File: src/rtl/alu_cmd_driver.sv
// Command FIFO plus IDLE/EXEC/RESP sequencer that drives an external 4-bit ALU and
// returns tagged, in-order results; divide-by-zero is answered locally with an error flag.
module alu_cmd_driver #(
    parameter int unsigned DEPTH = 4,
    parameter int unsigned TAG_W = 2
) (
    input  logic             i_clk,
    input  logic             i_rst_n,
    input  logic             i_cmd_valid,
    output logic             o_cmd_ready,
    input  logic [2:0]       i_cmd_sel,
    input  logic [3:0]       i_cmd_a,
    input  logic [3:0]       i_cmd_b,
    input  logic [TAG_W-1:0] i_cmd_tag,
    output logic [3:0]       o_alu_a,
    output logic [3:0]       o_alu_b,
    output logic [2:0]       o_alu_sel,
    input  logic [7:0]       i_alu_out,
    input  logic             i_alu_carry,
    output logic             o_rsp_valid,
    input  logic             i_rsp_ready,
    output logic [7:0]       o_rsp_data,
    output logic             o_rsp_carry,
    output logic             o_rsp_err,
    output logic [TAG_W-1:0] o_rsp_tag,
    output logic             o_busy,
    output logic [15:0]      o_op_count
);
    localparam int unsigned AW = (DEPTH > 1) ? $clog2(DEPTH) : 1;

    typedef enum logic [1:0] {StIdle, StExec, StResp} state_e;

    state_e           r_state;
    state_e           w_state_next;

    logic [2:0]       r_mem_sel [DEPTH];
    logic [3:0]       r_mem_a   [DEPTH];
    logic [3:0]       r_mem_b   [DEPTH];
    logic [TAG_W-1:0] r_mem_tag [DEPTH];
    logic [AW-1:0]    r_wr_ptr;
    logic [AW-1:0]    r_rd_ptr;
    logic [AW:0]      r_count;

    logic [3:0]       r_alu_a;
    logic [3:0]       r_alu_b;
    logic [2:0]       r_alu_sel;
    logic [TAG_W-1:0] r_tag;
    logic             r_rsp_valid;
    logic [7:0]       r_rsp_data;
    logic             r_rsp_carry;
    logic             r_rsp_err;
    logic [TAG_W-1:0] r_rsp_tag;
    logic [15:0]      r_op_count;

    logic w_full;
    logic w_empty;
    logic w_push;
    logic w_pop;
    logic w_capture;
    logic w_rsp_done;
    logic w_div_zero;

    assign w_full      = (r_count == (AW + 1)'(DEPTH));
    assign w_empty     = (r_count == '0);
    // Ready is masked by reset so nothing is accepted while the block is held.
    assign o_cmd_ready = i_rst_n && !w_full;
    assign w_push      = i_cmd_valid && o_cmd_ready;
    assign w_div_zero  = (r_alu_sel == 3'b011) && (r_alu_b == 4'd0);

    // FIFO storage; contents are never reset, only the pointers are.
    always_ff @(posedge i_clk) begin
        if (w_push) begin
            r_mem_sel[r_wr_ptr] <= i_cmd_sel;
            r_mem_a[r_wr_ptr]   <= i_cmd_a;
            r_mem_b[r_wr_ptr]   <= i_cmd_b;
            r_mem_tag[r_wr_ptr] <= i_cmd_tag;
        end
    end

    always_ff @(posedge i_clk) begin
        if (!i_rst_n) begin
            r_wr_ptr <= '0;
            r_rd_ptr <= '0;
            r_count  <= '0;
        end else begin
            if (w_push) r_wr_ptr <= r_wr_ptr + AW'(1);
            if (w_pop)  r_rd_ptr <= r_rd_ptr + AW'(1);
            if (w_push && !w_pop) begin
                r_count <= r_count + (AW + 1)'(1);
            end else if (!w_push && w_pop) begin
                r_count <= r_count - (AW + 1)'(1);
            end
        end
    end

    always_ff @(posedge i_clk) begin
        if (!i_rst_n) begin
            r_state <= StIdle;
        end else begin
            r_state <= w_state_next;
        end
    end

    always_comb begin
        w_state_next = r_state;
        unique case (r_state)
            StIdle: if (!w_empty) w_state_next = StExec;
            StExec: w_state_next = StResp;
            StResp: if (i_rsp_ready) w_state_next = w_empty ? StIdle : StExec;
            default: w_state_next = StIdle;
        endcase
    end

    always_comb begin
        w_pop      = 1'b0;
        w_capture  = 1'b0;
        w_rsp_done = 1'b0;
        unique case (r_state)
            StIdle: w_pop = !w_empty;
            StExec: w_capture = 1'b1;
            StResp: begin
                w_rsp_done = i_rsp_ready;
                w_pop      = i_rsp_ready && !w_empty;
            end
            default: ;
        endcase
    end

    always_ff @(posedge i_clk) begin
        if (!i_rst_n) begin
            r_alu_a     <= '0;
            r_alu_b     <= '0;
            r_alu_sel   <= '0;
            r_tag       <= '0;
            r_rsp_valid <= 1'b0;
            r_rsp_data  <= '0;
            r_rsp_carry <= 1'b0;
            r_rsp_err   <= 1'b0;
            r_rsp_tag   <= '0;
            r_op_count  <= '0;
        end else begin
            if (w_pop) begin
                r_alu_a   <= r_mem_a[r_rd_ptr];
                r_alu_b   <= r_mem_b[r_rd_ptr];
                r_alu_sel <= r_mem_sel[r_rd_ptr];
                r_tag     <= r_mem_tag[r_rd_ptr];
            end
            if (w_capture) begin
                // The ALU quotient is undefined for b=0, so substitute a fixed error result.
                if (w_div_zero) begin
                    r_rsp_data  <= 8'hFF;
                    r_rsp_carry <= 1'b0;
                    r_rsp_err   <= 1'b1;
                end else begin
                    r_rsp_data  <= i_alu_out;
                    r_rsp_carry <= i_alu_carry;
                    r_rsp_err   <= 1'b0;
                end
                r_rsp_valid <= 1'b1;
                r_rsp_tag   <= r_tag;
            end
            if (w_rsp_done) begin
                r_rsp_valid <= 1'b0;
                r_op_count  <= r_op_count + 16'd1;
            end
        end
    end

    assign o_alu_a     = r_alu_a;
    assign o_alu_b     = r_alu_b;
    assign o_alu_sel   = r_alu_sel;
    assign o_rsp_valid = r_rsp_valid;
    assign o_rsp_data  = r_rsp_data;
    assign o_rsp_carry = r_rsp_carry;
    assign o_rsp_err   = r_rsp_err;
    assign o_rsp_tag   = r_rsp_tag;
    assign o_op_count  = r_op_count;
    assign o_busy      = !w_empty || (r_state != StIdle);

endmodule

File: config.mk
export PLATFORM = sky130hd
export DESIGN_NAME = alu_cmd_driver
export DESIGN_NICKNAME = d
export VERILOG_FILES = /design/src/rtl/alu_cmd_driver.sv
export SDC_FILE = /design/constraint.sdc
export NUM_CORES = 1
export LEC_CHECK = 0
export ABC_CLOCK_PERIOD_IN_PS = 7600
export CORE_MARGIN = 2
export CORE_UTILIZATION = 45
export CTS_CLUSTER_SIZE = 40
export DETAILED_ROUTE_END_ITERATION = 6
export PLACE_DENSITY = 0.73
export SETUP_SLACK_MARGIN = 0.5
export SYNTH_ARGS = -nofsm -noshare
export SYNTH_HDL_FRONTEND = slang
export SYNTH_SLANG_ARGS = --single-unit
File: constraint.sdc
create_clock -name i_clk -period 7.6 [get_ports i_clk]
set_clock_uncertainty 0.05 [all_clocks]
set_input_delay 1.14 -clock i_clk [delete_from_list [all_inputs] [get_ports i_clk]]
set_output_delay 1.14 -clock i_clk [all_outputs]
set_load 0.02 [all_outputs]
After elaboration in Yosys (flattened, before gate mapping) --
Memories as Yosys holds them, arrays and structs flattened. A register that Yosys moved wholly into a read port is not among the register bits. Index checks and enable logic that the tools add are counted.
Cells by class: add/subtract/negate cells 5, equal/unequal tests 6, multiplexer cells 14, bitwise operators 1, reduce and logical (&&, ||, !) cells 22
Operators by type and width (count):
- 16-bit by 1-bit adder with 16-bit output, second input constant | 1
- 1-bit zero test | 8
- 8-bit two-way mux | 1
- 1-bit two-way mux | 7
- 1-bit logical AND | 6
- 3-bit two-way mux | 2
- 2-bit case mux with 3 select lines | 1
- 2-bit by 1-bit adder with 2-bit output, second input constant | 2
- 4-bit zero test | 1
- 2-bit two-way mux | 2
- 2-bit != test, second input constant | 2
- 2-bit nonzero test | 2
- 3-bit by 1-bit adder with 3-bit output, second input constant | 1
- 3-bit by 2-bit == test with 1-bit output, second input constant | 1
- 3-bit == test, second input constant | 1
- 3-bit zero test | 1
- 3-bit by 1-bit subtractor with 3-bit output, second input constant | 1
- 2-bit by 1-bit == test with 1-bit output, second input constant | 1
- 2-bit == test, second input constant | 1
- 2-bit zero test | 1
- 1-bit case mux with 2 select lines | 1
- 2-bit AND reduction | 1
- 2-bit OR reduction | 1
- 1-bit logical OR | 1
- 1-bit inverter | 1
Storage, ports and cells: register bits after elaboration 38, bits in writable memories 52, input bits 26, output and inout port bits 42, logic and storage cells 62, memories kept 4
Memories:
- r_mem_a | depth 4, width 4, read ports 1, clocked after Yosys merged registers in 1, wr ports 1, RTL line 37 | logic [3:0] r_mem_a [DEPTH];
- r_mem_b | depth 4, width 4, read ports 1, clocked after Yosys merged registers in 1, wr ports 1, RTL line 38 | logic [3:0] r_mem_b [DEPTH];
- r_mem_sel | depth 4, width 3, read ports 1, clocked after Yosys merged registers in 1, wr ports 1, RTL line 36 | logic [2:0] r_mem_sel [DEPTH];
- r_mem_tag | depth 4, width 2, read ports 1, clocked after Yosys merged registers in 1, wr ports 1, RTL line 39 | logic [TAG_W-1:0] r_mem_tag [DEPTH];

Depth between registers and ports, before layout --
Gate-level depths: netlist (run 1).
depth after elaboration 8, depth in mapped cells 10, gate-level depth less buffers 9

Least setup slack after synthesis (run 1) --
No wires, ideal clock.
path type input-to-output, from input i_rst_n, to output o_cmd_ready, arrival 1945 ps, required time 6410 ps, slack 4465 ps, cell stages on the path 4, path buffers 2, path through buf_2 inv_1 clkbuf_1 a21oi_1
Between the ends: cells in the longest elaborated chain, start to end 1
Ends and longest elaborated chain:
- from (decl) | RTL line 8 | input logic i_rst_n,
- 1-bit logical AND | RTL line 66 | assign o_cmd_ready = i_rst_n && !w_full;
- to (decl) | RTL line 10 | output logic o_cmd_ready,
No other way between the ends.

Final worst setup path (run 1) --
Same ends and word-level chain as after synthesis.

==> impl_metrics.ini, run 1 <==
[layout]
instances_no_fill = 501
final_nets = 421
fillCellCount = 678
drive_gt1_frac = 0.0916
synthToLayoutAreaGrowth_pct = 24.2
diodes = 0

[global_route]
first_global_vias = 2641
overflow = 0
grt_max_degree = 41
track_usage = 0.167
grt_pass1_wl_um = 13000
antenna_found_initial = 0

[worst_setup_path]
r2r_cells = 9
worstPathArrival_ns = 3.19
worstSetupPathType = input pin to output port
critPathMaxFanout = 40
startpoint_type = input pin
cp.required_ns = 6.41
worst_setup_path_end_kind = output port

[worst_hold_path]
hold_class = flop to flop
whs_path_depth = 2

[pwr]
pwr-share-seq = 0.476
power_frac_comb = 0.287
finalPower_uw = 1560
p_leak_uw = 0.00177
max-vdd-ir-drop_mv = 0.156
p_int_uw = 1050
sw_frac_of_total = 0.325
p_clk_frac = 0.237
p_sw_uw = 506
cellPowerDensity_nw_per_um2 = 309

[synth]
synth_top_cell_by_area = edfxtp_1
synth-xor-area-share = 0.0259
synth_top_flop_cell = edfxtp_1
syn-num-nets = 355
synth_fa_ha_area_frac = 0.0234
synth_compound_area_frac = 0.0512
yosysUniqueCellTypes = 38
post-synth-top-count-cell = edfxtp_1
netlist_area_um2 = 4060
synthSimpleGateAreaFrac = 0.153
async_flop_share = 0
syn_avg_cell_area_um2 = 12.6
synth_top_family_by_area = simple AND/OR/NAND/NOR gates
ys_warn_count = 0
yosys-top-cells-area = edfxtp_1 38%, dfxtp_1 25%, mux4_2 7.2%
synth_top_area_frac = 0.385
synth_edf_count = 52
synthCells = 322
ys_seq_elements = 103
synthMuxAreaShare = 0.0894
synth_common_cells = 52 x edfxtp_1, 51 x dfxtp_1, 46 x nand2_1, 26 x nor2_1, 22 x a21oi_1
synth-seq-area-share = 0.636

[cts]
cts_buffers = 9
cts_setup_buffers = 0
cts-htree-levels = 3
clockBufferDepth = 2
cts_tree = done
cts_resized = 0
root_buffer = clkbuf_8
clk_latency_ns = 0.36
cts_hold_buf = 0
clk_pin_slew_ns = 0.09
clock-sinks = 103

[route]
vias = 2596
first_pass_iters = 4
wl_per_cell_um = 15.5
remaining_drc_errors = 0
vias_per_cell = 5.18
drtIter0Drc = 101
ant_nets = 0
wl_um = 7760

[placement]
placedCellCount = 485
gp_congestion = 0.751
place_hpwl_um = 5290
pre_cts_slack_ns = 3.25
io_buffer_count = 67

[floorplan]
fp.dieH_um = 99.0
ios = 68
coreArea_um2 = 8720
die_area_um2 = 9800
core.rowCount = 34
start_util = 0.466
fp.dieW_um = 99.0

[sta]
finalSetupTns_ns = 0
slew-limit-headroom = 0.347
finalMaxSlewViolations = 0
fin_ws_ns = 3.22
whs_ns = 0.407
grt_setup_unrepaired = false
worst_pin_slew_ns = 0.978
hold_viol_final = 0
finalSetupViolCount = 0
finalCriticalPeriod_ns = 4.38
post-route-period-util = 0.576
fmax_mhz = 229

[status]
status = finished, final reports clean

[flow_run]
cap_violations = 0
stage by stage:
step                 util  cell area (um2)
global route        0.578             5040
global placement    0.553             4820
CTS                 0.578             5040
finish              0.578             5040
detailed placement  0.553             4820
floorplan               -             4060
critical path: stages:
cell and delay (ns):
clkdlybuf4s50_1 0.84, inv_1 0.08, buf_4 0.27, a21oi_1 0.20, clkdlybuf4s50_1 0.63
state kept, by name (all words and copies together) (netlist names), 3 cells and up:
signal,count
o_op_count,16
o_alu_b,4
o_alu_a,4
r_count,3
r_mem_tag,8
r_mem_b,16
r_mem_a,16
o_alu_sel,3
r_mem_sel,12
o_rsp_data,8
final timing paths:
| path | start | to | slack, ns |
|---|---|---|---|
| max | i_rst_n | o_cmd_ready | 3.22 |
| min | r_tag[0] | o_rsp_tag[0] | 0.41 |
| max reg2reg | r_count[2] | r_count[2] | 4.80 |
| min reg2reg | r_tag[0] | o_rsp_tag[0] | 0.41 |
power by group through the flow:
stage / Combinational [uW] / Clock [uW] / Sequential, uW
final: 447 / 368 / 741
after CTS: 453 / 380 / 743
after floorplan: 258 / 0 / 772
after global placement: 440 / 0 / 753
after detailed placement: 451 / 0 / 755
after global routing: 493 / 400 / 755
routing by layer:
| metal | track usage | up-vias | wire length (um) |
|---|---|---|---|
| li1 | - | 1284 | - |
| met2 | 0.274 | 77 | 3700 |
| met1 | 0.221 | 1230 | 3520 |
| met3 | 0.0489 | 5 | 489 |
| met5 | 0 | - | 0 |
| met4 | 0.0379 | 0 | 50 |
cell usage in the layout (no fill, tap or decap), types with 2 or more instances in the layout:
cell	n
clkbuf_8	11
and2_1	4
or3_1	3
xnor2_1	6
clkdlybuf4s50_1	67
nor3_1	11
inv_1	9
nand2b_1	7
o21ai_0	12
mux4_2	13
nand4_1	3
edfxtp_1	52
nand3_1	5
nor2_1	26
mux2i_1	7
inv_8	2
ha_1	6
xor2_1	6
dfxtp_1	51
nand2_1	46
nor3_4	2
a21oi_1	22
nor4_1	3
layout make-up:
cell class | count | area (um2) | share of cell area
well taps | 108 | 135 | 0.0268
repair buffers | 68 | 678 | 0.135
clock inverters | 5 | 70.1 | 0.0139
inverters | 9 | 33.8 | 0.00670
clock buffers | 11 | 151 | 0.0300
multi-input cells | 197 | 1390 | 0.276
flip-flops and latches | 103 | 2580 | 0.512
logic make-up (layout without fill, tap and decap cells):
logic type | after synthesis | in the layout
AO/OA/AOI/OAI | 38 | 38
AND/OR/NAND/NOR | 120 | 120
multiplexers | 20 | 20
XOR/XNOR | 12 | 12
flip-flops | 103 | 103
adder cells (fa/ha/maj) | 7 | 7
buffers and inverters | 22 | 93
Note: power is estimated with default switching activity, not from simulation.
==> inputs of run 2 (changes only) <==
ABC_CLOCK_PERIOD_IN_PS = 3510   (was 7600)
PLACE_DENSITY = 0.76   (was 0.73)
clock period = 3.51 ns   (was 7.6 ns; I/O delays follow)
==> impl_metrics.ini, run 2 (synthesized netlist as in run 1, its figures left out) <==
[sta]
grt_setup_unrepaired = false
finalMaxSlewViolations = 0
worst_pin_slew_ns = 0.990
finalSetupTns_ns = 0
finalSetupViolCount = 0
post-route-period-util = 0.792
fmax_mhz = 360
hold_viol_final = 0
finalCriticalPeriod_ns = 2.78
slew-limit-headroom = 0.339

[placement]
placed_cell_area_um2 = 4850
place_hpwl_um = 5220
placedCellCount = 489
gp_congestion = 0.780
io_buffer_count = 67

[global_route]
track_usage = 0.160
antenna_found_initial = 0
overflow = 0
grt_pass1_wl_um = 12400
grt_max_degree = 40
first_global_vias = 2580

[flow_run]
cap_violations = 0

[worst_setup_path]
crit_family = buffers and inverters
worstSetupPathType = input pin to output port
critPathMaxFanout = 39
cp.buffers_inverters = 4
startpoint_type = input pin
worstPathArrival_ns = 2.20
max_stage_delay_ns = 0.63
startpoint = i_rst_n
cp.required_ns = 2.93
crit_chain = clkdlybuf4s50_1 -> inv_1 -> buf_4 -> a21oi_1 -> clkdlybuf4s50_1
r2r-start = r_count[0]
worst_setup_path_end_kind = output port
path_common_cell = clkdlybuf4s50_1
critPathSlowestCell = clkdlybuf4s50_1

[layout]
synthToLayoutAreaGrowth_pct = 24.8
final_nets = 425
layout_commonest_cell = clkdlybuf4s50_1
instances_no_fill = 505
final_cell_mix = 67 x clkdlybuf4s50_1, 52 x edfxtp_1, 51 x dfxtp_1
drive_gt1_frac = 0.101
design_area_um2 = 5070
fillCellCount = 690
diodes = 0

[floorplan]
start_util = 0.466
die_area_um2 = 9800
fp.dieW_um = 99.0
ios = 68
fp.dieH_um = 99.0
core.rowCount = 34
coreArea_um2 = 8720

[worst_hold_path]
hold_class = flop to flop
min_from = r_tag[1]

[pwr]
max-vdd-ir-drop_mv = 0.295
cellPowerDensity_nw_per_um2 = 669
p_leak_uw = 0.00179
finalPower_uw = 3390

[status]
status = finished, final reports clean

[cts]
cts_resized = 0
clockBufferDepth = 2
clock-sinks = 103
cts_setup_buffers = 0
cts_buffers = 9
clk_pin_slew_ns = 0.09
root_buffer = clkbuf_8
clk_latency_ns = 0.37
cts_hold_buf = 0
cts-htree-levels = 3
cts_tree = done

[route]
ant_nets = 0
remaining_drc_errors = 0
vias_per_cell = 5.29
wl_per_cell_um = 15.2
drtIter0Drc = 85
vias = 2672
wl_um = 7650
first_pass_iters = 4
run 2: cell type report:
type	count	area, um2	area share
Clock buffer	9	124	0.0244
Clock inverter	7	95.1	0.0188
Inverter	9	33.8	0.00667
Multi-Input combinational cell	197	1390	0.274
Sequential cell	103	2580	0.510
Tap cell	108	135	0.0267
Timing Repair Buffer	72	708	0.140
run 2: routing by layer:
| metal | vias to the layer above | GRT usage | wire length [um] |
|---|---|---|---|
| met4 | 0 | 0.0443 | 94 |
| met1 | 1291 | 0.204 | 3450 |
| li1 | 1289 | - | - |
| met3 | 12 | 0.0440 | 429 |
| met2 | 80 | 0.268 | 3680 |
| met5 | - | 0 | 0 |
run 2: power by group:
| part | switching (uW) | total, uW | leakage [uW] | internal [uW] |
|---|---|---|---|---|
| Clock | 433 | 785 | 0.000111 | 352 |
| Combinational | 525 | 1010 | 0.000792 | 482 |
| Sequential | 163 | 1600 | 0.000888 | 1430 |
run 2: worst reg2reg max path: stages (launching register included):
cell      delay, ns
dfxtp_1        0.43
nor2_1         0.11
a211oi_2       0.22
buf_4          0.18
ha_1           0.20
inv_1          0.06
fa_1           0.38
xor2_1         0.16
or3_1          0.30
a21oi_1        0.15
run 2: final timing paths:
kind | to | slack, ns | cells after the start
worst max-delay path | o_cmd_ready | 0.73 | 5
worst min-delay path | o_rsp_tag[1] | 0.41 | 2
worst max register to register | r_count[2] | 1.20 | 9
worst min register to register | o_rsp_tag[1] | 0.41 | 2
run 2: through the flow:
stage | worst slack (ns) | hold slack, ns | utilization
detailed placement | 0.696 | 0.397 | 0.556
CTS | 0.719 | 0.410 | 0.581
finish | 0.731 | 0.406 | 0.581
floorplan | 1.06 | 0.382 | -
global route | 0.614 | 0.432 | 0.581
global placement | 0.783 | 0.387 | 0.556
==> inputs of run 3 (changes only) <==
ABC_CLOCK_PERIOD_IN_PS = 2300   (was 3510)
clock period = 2.3 ns   (was 3.51 ns; I/O delays follow)
==> impl_metrics.ini, run 3 (synthesized netlist as in run 1, its figures left out) <==
[worst_hold_path]
hold_class = flop to flop
min_from = r_tag[0]

[pwr]
max-vdd-ir-drop_mv = 0.435
finalPower_uw = 5220
sw_frac_of_total = 0.341
pwr-share-seq = 0.460
p_clk_frac = 0.210
p_leak_uw = 0.00208
p_sw_uw = 1780
power_frac_comb = 0.329
cellPowerDensity_nw_per_um2 = 989
p_int_uw = 3440

[sta]
worst_pin_slew_ns = 0.697
fmax_mhz = 502
finalMaxSlewViolations = 0
finalSetupViolCount = 0
slew-limit-headroom = 0.534
grt_setup_unrepaired = true
hold_viol_final = 0
post-route-period-util = 0.866
finalCriticalPeriod_ns = 1.99

[global_route]
overflow = 0
busiest_layer = met2
use_met2 = 0.290
grt_max_degree = 39
first_global_vias = 2645
grt_pass1_wl_um = 12500
antenna_found_initial = 0
grt_util_met3 = 0.0411
grtUsageMet1 = 0.199
track_usage = 0.164

[worst_setup_path]
worstSetupPathType = flop to flop
max_stage_delay_ns = 0.40
critPathSlowestCell = dfxtp_4
cp.required_ns = 2.55
crit_family = adder cells
cp.buffers_inverters = 1
worstPathArrival_ns = 2.24
startpoint_type = flop
r2r-start = r_count[0]
worst_setup_path_end_kind = flop
critPathMaxFanout = 4
crit_chain = nor2_4 -> a211oi_4 -> ha_4 -> inv_2 -> fa_2 -> xor2_1 -> or3_1 -> a21oi_2
startpoint = r_count[0]

[cts]
clock-sinks = 103
clk_pin_slew_ns = 0.11
cts-htree-levels = 3
cts_hold_buf = 0
clk_latency_ns = 0.37
clockBufferDepth = 2
root_buffer = clkbuf_8
cts_tree = done
cts_buffers = 9

[layout]
synthToLayoutAreaGrowth_pct = 29.9
drive_gt1_frac = 0.167
regArea_um2 = 2590
final_nets = 440
multi_input_area_um2 = 1450
layout_commonest_cell = edfxtp_1
instances_no_fill = 520
final_util = 0.605
fillCellCount = 692
diodes = 0
final_cell_mix = 52 x edfxtp_1, 48 x dfxtp_1, 46 x nand2_1

[floorplan]
ios = 68
die_area_um2 = 9800
fp.dieW_um = 99.0
fp.dieH_um = 99.0
coreArea_um2 = 8720
start_util = 0.466
core.rowCount = 34

[placement]
io_buffer_count = 67
placedCellCount = 497
place_hpwl_um = 5310
gp_congestion = 0.750

[route]
remaining_drc_errors = 0
ant_nets = 0
vias_per_cell = 5.23
wl_per_cell_um = 15.4
first_pass_iters = 6
vias = 2720
drtIter0Drc = 108
wl_um = 7990

[flow_run]
cap_violations = 0

[status]
status = finished, final reports clean
==> run 3: cell count changes in the layout (fill, tap and decap cells not counted), moves of 4 or more <==
| cell | delta |
|---|---|
| dlymetal6s2s_1 | +8 |
| dlygate4sd2_1 | +16 |
| buf_4 | +11 |
| buf_12 | +4 |
| clkdlybuf4s50_1 | -25 |
==> run 3: cell type report <==
| cell class | count | area share |
|---|---|---|
| Sequential cell | 103 | 0.492 |
| Multi-Input combinational cell | 197 | 0.275 |
| Timing Repair Buffer | 87 | 0.164 |
| Tap cell | 108 | 0.0256 |
| Clock buffer | 9 | 0.0235 |
| Clock inverter | 7 | 0.0135 |
| Inverter | 9 | 0.00688 |
==> run 3: power groups by stage <==
stage	registers (uW)	logic (uW)	clock network, uW
after floorplan	2570	917	0
after global placement	2430	1660	0
after detailed placement	2440	1700	0
after CTS	2400	1730	1120
after global routing	2440	1850	1190
final	2400	1720	1100
==> run 3: path summary, 6_finish.rpt <==
path / end / slack [ns] / cells past startpoint
worst min register to register: o_rsp_tag[0] / 0.39 / 2
worst min-delay path: o_rsp_tag[0] / 0.39 / 2
worst max register to register: r_count[2] / 0.31 / 8
worst max-delay path: r_count[2] / 0.31 / 8
==> run 3: through the flow <==
stage / area [um2] / TNS, ns / hold slack (ns) / setup slack [ns]
floorplan: 4130 / 0 / 0.382 / 0.268
global placement: 5010 / -0.141 / 0.392 / -0.141
detailed placement: 5010 / -0.201 / 0.395 / -0.201
CTS: 5220 / 0 / 0.400 / 0.335
global route: 5280 / 0 / 0.420 / 0.231
finish: 5280 / 0 / 0.394 / 0.309
==> run 3: worst min-delay path: stages (launching register included) <==
cell and delay, ns:
dfxtp_1 0.32, nand2_1 0.05, a21oi_1 0.05
==> run 3: routing by layer <==
metal | up-vias | part of all wire
met5 | - | 0
li1 | 1322 | -
met4 | 0 | 0.0076
met1 | 1321 | 0.42
met2 | 72 | 0.52
met3 | 5 | 0.056
==> run 3: timing repair <==
item | in CTS | in global routing
gates resized for setup | 21 | 12
endpoints found under the setup margin | 19 | 13
setup buffers | 4 | 3
pin swaps | 3 | 3
